[config.mk]
export PLATFORM = sky130hd
export DESIGN_NAME = alu_reservation_station
export DESIGN_NICKNAME = d
export VERILOG_FILES = /design/src/rtl/alu_reservation_station.sv
export SDC_FILE = /design/constraint.sdc
export NUM_CORES = 2
export LEC_CHECK = 0
export CAP_MARGIN = 0
export CORE_ASPECT_RATIO = 1.75
export CORE_MARGIN = 5
export CORE_UTILIZATION = 55
export CTS_BUF_LIST = sky130_fd_sc_hd__clkbuf_4
export CTS_CLUSTER_DIAMETER = 80
export DETAILED_ROUTE_END_ITERATION = 7
export GPL_TIMING_DRIVEN = 0
export PLACE_DENSITY = 0.78
export SLEW_MARGIN = 20
export SYNTH_ARGS = -nofsm -noshare
export SYNTH_HDL_FRONTEND = slang
export SYNTH_SLANG_ARGS = --single-unit
export TNS_END_PERCENT = 1
[constraint.sdc]
create_clock -name clk_in -period 2.6 [get_ports clk_in]
set_input_delay 0.52 -clock clk_in [delete_from_list [all_inputs] [get_ports clk_in]]
set_output_delay 0.52 -clock clk_in [all_outputs]
set_load 0.01 [all_outputs]
[src/rtl/alu_reservation_station.sv]
// ALU reservation station: buffers issued ALU/branch/jump ops, snoops ALU/LSB buses, feeds EX.
// Latency: ready-at-issue op dispatches the next cycle; its result is on alu_* the cycle after.
// Backpressure: full is raised when no entry is free; issues arriving while full are dropped.
module alu_reservation_station #(
    parameter int RS_SIZE   = 8,
    parameter int RS_WIDTH  = 3,
    parameter int ROB_WIDTH = 4
) (
    input  logic                 clk_in,
    input  logic                 rst_in,
    input  logic                 rdy_in,
    input  logic                 clear,
    input  logic                 issue_valid,
    input  logic [5:0]           issue_order,
    input  logic [31:0]          issue_vj,
    input  logic [31:0]          issue_vk,
    input  logic                 issue_qj_valid,
    input  logic                 issue_qk_valid,
    input  logic [ROB_WIDTH-1:0] issue_qj,
    input  logic [ROB_WIDTH-1:0] issue_qk,
    input  logic [31:0]          issue_A,
    input  logic [31:0]          issue_pc,
    input  logic [ROB_WIDTH-1:0] issue_rob_id,
    input  logic                 lsb_valid,
    input  logic [ROB_WIDTH-1:0] lsb_rob_id,
    input  logic [31:0]          lsb_value,
    output logic [5:0]           ex_order,
    output logic [31:0]          ex_vj,
    output logic [31:0]          ex_vk,
    output logic [31:0]          ex_A,
    output logic [31:0]          ex_pc,
    input  logic [31:0]          ex_value,
    input  logic [31:0]          ex_topc,
    output logic                 full,
    output logic                 alu_valid,
    output logic [ROB_WIDTH-1:0] alu_rob_id,
    output logic [31:0]          alu_value,
    output logic [31:0]          alu_topc
);

    typedef struct packed {
        logic                 busy;
        logic [5:0]           order;
        logic [31:0]          vj;
        logic [31:0]          vk;
        logic                 qj_valid;
        logic [ROB_WIDTH-1:0] qj;
        logic                 qk_valid;
        logic [ROB_WIDTH-1:0] qk;
        logic [31:0]          a;
        logic [31:0]          pc;
        logic [ROB_WIDTH-1:0] rob_id;
    } entry_t;

    entry_t               ent_q [RS_SIZE];
    entry_t               ent_d [RS_SIZE];
    entry_t               new_ent;

    logic                 alu_valid_q,  alu_valid_d;
    logic [ROB_WIDTH-1:0] alu_rob_id_q, alu_rob_id_d;
    logic [31:0]          alu_value_q,  alu_value_d;
    logic [31:0]          alu_topc_q,   alu_topc_d;

    logic [RS_WIDTH-1:0]  free_idx;
    logic [RS_WIDTH-1:0]  disp_idx;
    logic                 disp_vld;

    // Priority pick: lowest free slot for issue, lowest ready slot for dispatch, plus full flag.
    always_comb begin
        free_idx = '0;
        disp_idx = '0;
        disp_vld = 1'b0;
        full     = 1'b1;
        for (int i = RS_SIZE - 1; i >= 0; i--) begin
            if (!ent_q[i].busy) begin
                free_idx = RS_WIDTH'(i);
                full     = 1'b0;
            end
            if (ent_q[i].busy && !ent_q[i].qj_valid && !ent_q[i].qk_valid) begin
                disp_idx = RS_WIDTH'(i);
                disp_vld = 1'b1;
            end
        end
    end

    // Drive EX from the selected entry; zeros when nothing is ready.
    always_comb begin
        ex_order = '0;
        ex_vj    = '0;
        ex_vk    = '0;
        ex_A     = '0;
        ex_pc    = '0;
        if (disp_vld) begin
            ex_order = ent_q[disp_idx].order;
            ex_vj    = ent_q[disp_idx].vj;
            ex_vk    = ent_q[disp_idx].vk;
            ex_A     = ent_q[disp_idx].a;
            ex_pc    = ent_q[disp_idx].pc;
        end
    end

    // Build the incoming entry, forwarding an operand that is on a bus in the issue cycle.
    always_comb begin
        new_ent          = '0;
        new_ent.busy     = 1'b1;
        new_ent.order    = issue_order;
        new_ent.vj       = issue_vj;
        new_ent.vk       = issue_vk;
        new_ent.qj_valid = issue_qj_valid;
        new_ent.qj       = issue_qj;
        new_ent.qk_valid = issue_qk_valid;
        new_ent.qk       = issue_qk;
        new_ent.a        = issue_A;
        new_ent.pc       = issue_pc;
        new_ent.rob_id   = issue_rob_id;
        if (issue_qj_valid) begin
            if (alu_valid_q && alu_rob_id_q == issue_qj) begin
                new_ent.vj       = alu_value_q;
                new_ent.qj_valid = 1'b0;
            end else if (lsb_valid && lsb_rob_id == issue_qj) begin
                new_ent.vj       = lsb_value;
                new_ent.qj_valid = 1'b0;
            end
        end
        if (issue_qk_valid) begin
            if (alu_valid_q && alu_rob_id_q == issue_qk) begin
                new_ent.vk       = alu_value_q;
                new_ent.qk_valid = 1'b0;
            end else if (lsb_valid && lsb_rob_id == issue_qk) begin
                new_ent.vk       = lsb_value;
                new_ent.qk_valid = 1'b0;
            end
        end
    end

    // Next state: capture, dispatch, issue, then stall/flush overrides on top.
    always_comb begin
        for (int i = 0; i < RS_SIZE; i++) begin
            ent_d[i] = ent_q[i];
            if (ent_q[i].busy && ent_q[i].qj_valid) begin
                if (alu_valid_q && alu_rob_id_q == ent_q[i].qj) begin
                    ent_d[i].vj       = alu_value_q;
                    ent_d[i].qj_valid = 1'b0;
                end else if (lsb_valid && lsb_rob_id == ent_q[i].qj) begin
                    ent_d[i].vj       = lsb_value;
                    ent_d[i].qj_valid = 1'b0;
                end
            end
            if (ent_q[i].busy && ent_q[i].qk_valid) begin
                if (alu_valid_q && alu_rob_id_q == ent_q[i].qk) begin
                    ent_d[i].vk       = alu_value_q;
                    ent_d[i].qk_valid = 1'b0;
                end else if (lsb_valid && lsb_rob_id == ent_q[i].qk) begin
                    ent_d[i].vk       = lsb_value;
                    ent_d[i].qk_valid = 1'b0;
                end
            end
        end

        alu_valid_d  = disp_vld;
        alu_rob_id_d = alu_rob_id_q;
        alu_value_d  = alu_value_q;
        alu_topc_d   = alu_topc_q;
        if (disp_vld) begin
            ent_d[disp_idx].busy = 1'b0;
            alu_rob_id_d         = ent_q[disp_idx].rob_id;
            alu_value_d          = ex_value;
            alu_topc_d           = ex_topc;
        end

        // The free slot is never the dispatching one, so both writes can coexist.
        if (issue_valid && !full) begin
            ent_d[free_idx] = new_ent;
        end

        if (!rdy_in) begin
            for (int i = 0; i < RS_SIZE; i++) begin
                ent_d[i] = ent_q[i];
            end
            alu_valid_d  = 1'b0;
            alu_rob_id_d = alu_rob_id_q;
            alu_value_d  = alu_value_q;
            alu_topc_d   = alu_topc_q;
        end else if (clear) begin
            for (int i = 0; i < RS_SIZE; i++) begin
                ent_d[i]      = ent_q[i];
                ent_d[i].busy = 1'b0;
            end
            alu_valid_d  = 1'b0;
            alu_rob_id_d = alu_rob_id_q;
            alu_value_d  = alu_value_q;
            alu_topc_d   = alu_topc_q;
        end
    end

    // State registers with synchronous reset.
    always_ff @(posedge clk_in) begin
        if (rst_in) begin
            for (int i = 0; i < RS_SIZE; i++) begin
                ent_q[i] <= '0;
            end
            alu_valid_q  <= 1'b0;
            alu_rob_id_q <= '0;
            alu_value_q  <= '0;
            alu_topc_q   <= '0;
        end else begin
            for (int i = 0; i < RS_SIZE; i++) begin
                ent_q[i] <= ent_d[i];
            end
            alu_valid_q  <= alu_valid_d;
            alu_rob_id_q <= alu_rob_id_d;
            alu_value_q  <= alu_value_d;
            alu_topc_q   <= alu_topc_d;
        end
    end

    assign alu_valid  = alu_valid_q;
    assign alu_rob_id = alu_rob_id_q;
    assign alu_value  = alu_value_q;
    assign alu_topc   = alu_topc_q;

endmodule

==> results of run 1 <==
[stage by stage]
step,setup WS (ns),hold slack [ns]
floorplan,-0.0201,0.433
global placement,-3.61,0.440
detailed placement,-2.92,0.446
CTS,-1.77,0.0000654
[timing repair]
action	in CTS
gates resized for setup	1111
hold endpoints to repair	728
pin swaps	91
setup endpoints to repair	1437
hold buffers	186
cloned	16
buffers inserted	113
[Yosys cell counts (all sizes together) (5+ instances only)]
| cell | number |
|---|---|
| o211ai | 34 |
| a211oi | 39 |
| a2111oi | 39 |
| or3b | 20 |
| a211o | 19 |
| a21o | 14 |
| mux2 | 187 |
| o22ai | 381 |
| a22oi | 36 |
| o21a | 56 |
| o2bb2ai | 5 |
| a2bb2oi | 22 |
| o21ai | 143 |
| a22o | 44 |
| xnor2 | 70 |
| nor3b | 24 |
| o22a | 100 |
| dfxtp | 1261 |
| nand2 | 2053 |
| buf | 322 |
| o31ai | 5 |
| o21bai | 27 |
| and2 | 21 |
| and3 | 69 |
| inv | 15 |
| o221a | 11 |
| o221ai | 334 |
| a221o | 5 |
| nor4 | 10 |
| a21oi | 1104 |
| clkbuf | 664 |
| nor2 | 244 |
| a31oi | 90 |
| nor3 | 48 |
| nand2b | 18 |
| nand3 | 329 |
| a221oi | 77 |
| nand4 | 8 |
| mux2i | 381 |
| or3 | 33 |
| xor2 | 74 |
| or2 | 63 |
| o31a | 49 |
[logic make-up after synthesis]
kind of cell | after synthesis | synth area share (%)
flops | 1261 | 37.7
buf+inv | 1001 | 6.66
compound gates | 2664 | 26.2
xor+xnor | 144 | 1.89
simple gates | 2954 | 18.7
mux | 568 | 8.85
[metal layers]
metal,overflow,GRT usage [%]
met5,17,59.8
met3,111,81.9
met2,2568,105
met4,1137,94.4
met1,101,87.2
==> flow_metrics.env, run 1 <==
export IMPL_outcome="aborted with a tool error"
export IMPL_stop_stage="global routing (5_1_grt)"
export IMPL_error="[ERROR GRT-0116] Global routing finished with congestion. Check the congestion regions in the DRC Viewer."
export IMPL_hpwlAfterDp_mm=342
export IMPL_async_reset_ff_share_pct=0
export IMPL_syn_num_nets=8846
export IMPL_grt_pass1_vias=106000
export IMPL_clockRootBuffer="clkbuf_4"
export IMPL_io_buffers=341
export IMPL_overflow=3934
export IMPL_grt_max_degree=17
export IMPL_synth_area_mm2=0.0669
export IMPL_avgSynthCellArea_um2=7.78
export IMPL_synth_seq_cells=1261
export IMPL_cts_buffers=322
export IMPL_synthDistinctLibCells=90
export IMPL_rows=169
export IMPL_die_w_um=274
export IMPL_synth_area_leader_cell="dfxtp_1"
export IMPL_yosysSeqAreaShare_pct=37.7
export IMPL_synth_top_cells_by_area="dfxtp_1 38%, nand2_1 12%, a21oi_1 8.2%, mux2i_1 5.7%, o221ai_1 4.0%"
export IMPL_ioPinCount=458
export IMPL_die_h_um=471
export IMPL_h_tree_depth=5
export IMPL_start_util_pct=55.3
export IMPL_cts_buffer_depth=4
export IMPL_postSynthCellCount=8592
export IMPL_grt_pass1_wl_mm=900
export IMPL_place_gp_congestion=1.23
export IMPL_yosys_warnings=0
export IMPL_synth_top_area_share_pct=37.7
export IMPL_place_inst=10600
export IMPL_synth_edf_count=0
export IMPL_grtUsageTotal_pct=91.4
export IMPL_synthFlopType="dfxtp_1"
export IMPL_clkSinkCount=1261
export IMPL_dpl_instance_area_mm2=0.0735
==> run 2, diff against run 1 <==
--- a/config.mk
+++ b/config.mk
@@ -6,14 +6,11 @@
 export NUM_CORES = 2
 export LEC_CHECK = 0
 export CAP_MARGIN = 0
-export CORE_ASPECT_RATIO = 1.75
 export CORE_MARGIN = 5
-export CORE_UTILIZATION = 55
-export CTS_BUF_LIST = sky130_fd_sc_hd__clkbuf_4
-export CTS_CLUSTER_DIAMETER = 80
+export CORE_UTILIZATION = 40
 export DETAILED_ROUTE_END_ITERATION = 7
 export GPL_TIMING_DRIVEN = 0
-export PLACE_DENSITY = 0.78
+export PLACE_DENSITY_LB_ADDON = 0.15
 export SLEW_MARGIN = 20
 export SYNTH_ARGS = -nofsm -noshare
 export SYNTH_HDL_FRONTEND = slang
==> constraint.sdc (replaced) <==
create_clock -name clk_in -period 3.4 [get_ports clk_in]
set_input_delay 0.68 -clock clk_in [delete_from_list [all_inputs] [get_ports clk_in]]
set_output_delay 0.68 -clock clk_in [all_outputs]
set_load 0.01 [all_outputs]
==> flow_metrics.env, run 2 <==
export IMPL_avgSynthCellArea_um2=7.78
export IMPL_overflow=0
export IMPL_syn2layout_area_growth_pct=28.6
export IMPL_outcome="finished, violations left"
export IMPL_grt_pass1_wl_mm=656
export IMPL_cts_tree="done"
export IMPL_cp_max_fo=11
export IMPL_slowest_delay_ns=0.36
export IMPL_yosys_warnings=0
export IMPL_start_kind="register"
export IMPL_vias=82400
export IMPL_synth_area_mm2=0.0669
export IMPL_grt_pass1_vias=74600
export IMPL_fin_skew_ns=0.0229
export IMPL_synth_common_cells="2051 x nand2_1, 1261 x dfxtp_1, 1097 x a21oi_1, 658 x clkbuf_1"
export IMPL_fin_crit_ns=4.22
export IMPL_worstPathRequired_ns=2.72
export IMPL_power_leakage_nw=29.9
export IMPL_layout_common_cells="2046 x nand2_1, 1247 x dfxtp_1, 1097 x a21oi_1"
export IMPL_wl_per_cell_um=42.8
export IMPL_critical_path_arrival_ns=3.54
export IMPL_rows=150
export IMPL_postSynthCellCount=8592
export IMPL_grtUsageTotal_pct=54.5
export IMPL_io_buffers=341
export IMPL_cp_num_buf_inv=6
export IMPL_insertion_delay_ns=0.88
export IMPL_fin_cells=11700
export IMPL_postRouteAntennaNets=0
export IMPL_worst_path_max_delay_cell="dfxtp_4"
export IMPL_worst_pin_slew_ns=1.43
export IMPL_die_h_um=419
export IMPL_place_gp_congestion=1.08
export IMPL_layout_nets=9571
export IMPL_clockRootBuffer="clkbuf_16"
export IMPL_max_freq_ghz=0.237
export IMPL_ioPinCount=458
export IMPL_hold_path_class="input pin to register"
export IMPL_post_drt_via_cell_ratio=7.04
export IMPL_worstPathCellList="buf_4, nor3b_4, nor2_4, a31oi_4, buf_8, clkbuf_16, buf_4, buf_12, o221ai_1, o22ai_1, clkdlybuf4s15_2"
export IMPL_place_inst=11200
export IMPL_setup_viol=1084
export IMPL_clkSinkCount=1261
export IMPL_drtIter0Drc=13900
export IMPL_h_tree_depth=4
export IMPL_p_total_mw=35.5
export IMPL_clkTransAtPathRegs_ns=0.06
export IMPL_synth_seq_cells=1261
export IMPL_yosysSeqAreaShare_pct=37.7
export IMPL_synth_top_cells_by_area="dfxtp_1 38%, nand2_1 12%, a21oi_1 8.2%, mux2i_1 5.7%, o221ai_1 4.0%"
export IMPL_core_mm2=0.167
export IMPL_dr_pass1_iters=8
export IMPL_hold_viol=0
export IMPL_grt_max_degree=17
export IMPL_synth_edf_count=0
export IMPL_maxSlewViolCount=0
export IMPL_fin_ws_ns=-0.816
export IMPL_layout_commonest_cell="nand2_1"
export IMPL_async_reset_ff_share_pct=0
export IMPL_rsz0062_at_grt="yes"
export IMPL_relSlewSlack_pct=4.82
export IMPL_antenna_found_initial=70
export IMPL_die_area_mm2=0.175
export IMPL_syn_num_nets=8846
export IMPL_start_util_pct=40.1
export IMPL_cts_buffers=152
export IMPL_path_class="register to output pin"
export IMPL_cpMostUsedCell="buf_4"
export IMPL_synthFlopType="dfxtp_1"
export IMPL_violations="design-rule violations, negative setup slack"
export IMPL_synth_area_leader_cell="dfxtp_1"
export IMPL_p_per_area_mw_per_mm2=413
export IMPL_synth_top_area_share_pct=37.7
export IMPL_whs_ns=0.0949
export IMPL_cap_violations=0
export IMPL_synthDistinctLibCells=90
export IMPL_layout_drive_gt1_share_pct=17.5
export IMPL_endpoint_kind="output pin"
export IMPL_fin_crit_sh_pct=124
export IMPL_postCtsHoldBufs=0
export IMPL_postLayoutCoreUtil_pct=51.6
export IMPL_drc=7
export IMPL_yosysMostFrequentCell="nand2_1"
export IMPL_wirelength_mm=502
export IMPL_critPathTopFamily="buffers and inverters"
export IMPL_cts_buffer_depth=3
export IMPL_vdd_drop_max_mv=0.665
export IMPL_hpwlAfterDp_mm=357
export IMPL_die_w_um=419
[run 2: tightest hold or removal path, cell delays in order]
cell and delay (ns):
buf_4 0.14, nand2_1 0.06, a21oi_1 0.05
[run 2: final cells by class]
type / count / area [µm²]
antenna: 75 / 188
multi-input combinational: 6331 / 39500
clock buffer: 234 / 4470
fill: 16100 / 80600
sequential: 1261 / 25300
clock inverter: 35 / 563
timing repair buffer: 577 / 6650
buffer: 979 / 6570
tap: 2204 / 2760
inverter: 15 / 56.3
[run 2: repair_timing]
item	CTS	global route
buffers inserted	114	47
gates cloned	7	4
gates resized for setup	1102	396
endpoints found under the setup margin	1069	1126
pin swaps	74	65
[run 2: cells by family after synthesis]
family          after synthesis  share of synthesized area [%]
compound gates             2664                           26.2
xor+xnor                    144                           1.89
buf+inv                    1001                           6.66
flops                      1261                           37.7
mux                         568                           8.85
simple gates               2954                           18.7
[run 2: per-layer routing]
metal | global-route usage, % | share of wire [%] | up-vias
li1 | - | - | 32300
met2 | 75.0 | 39 | 7879
met5 | 0 | 0.019 | -
met1 | 62.3 | 34 | 39700
met4 | 52.6 | 12 | 16
met3 | 23.3 | 14 | 2519
[run 2: final timing paths]
check | startpoint | endpoint | slack (ns) | cells after the start
max | ent_q[6][72]$_SDFFE_PP0P_ | ex_vj[27] | -0.82 | 11
min | issue_A[18] | register | 0.09 | 3
max reg2reg | alu_valid$_SDFF_PP0_ | ent_q[2][140]$_SDFFE_PP0P_ | -0.74 | 8
min reg2reg | register | register | 0.45 | 2
[run 2: report_power, final]
part	leakage (nW)	switching, mW	internal [mW]
sequential	10.2	0.0798	14.9
combinational	17.2	2.34	0.882
clock	2.45	7.56	9.78
total	29.9	9.98	25.5
[run 2: stage by stage]
stage	setup WS (ns)	area, µm²	setup TNS (ns)
2_1_floorplan	0.616	66900	0
3_5_place_dp	-2.33	74800	-1538.29
3_3_place_gp	-3.36	73100	-2450.59
4_1_cts	-0.723	84500	-270.90
5_1_grt	-0.797	85900	-241.53
6_report	-0.816	86000	-373.49
No activity file was read; power rests on OpenSTA's default activity.
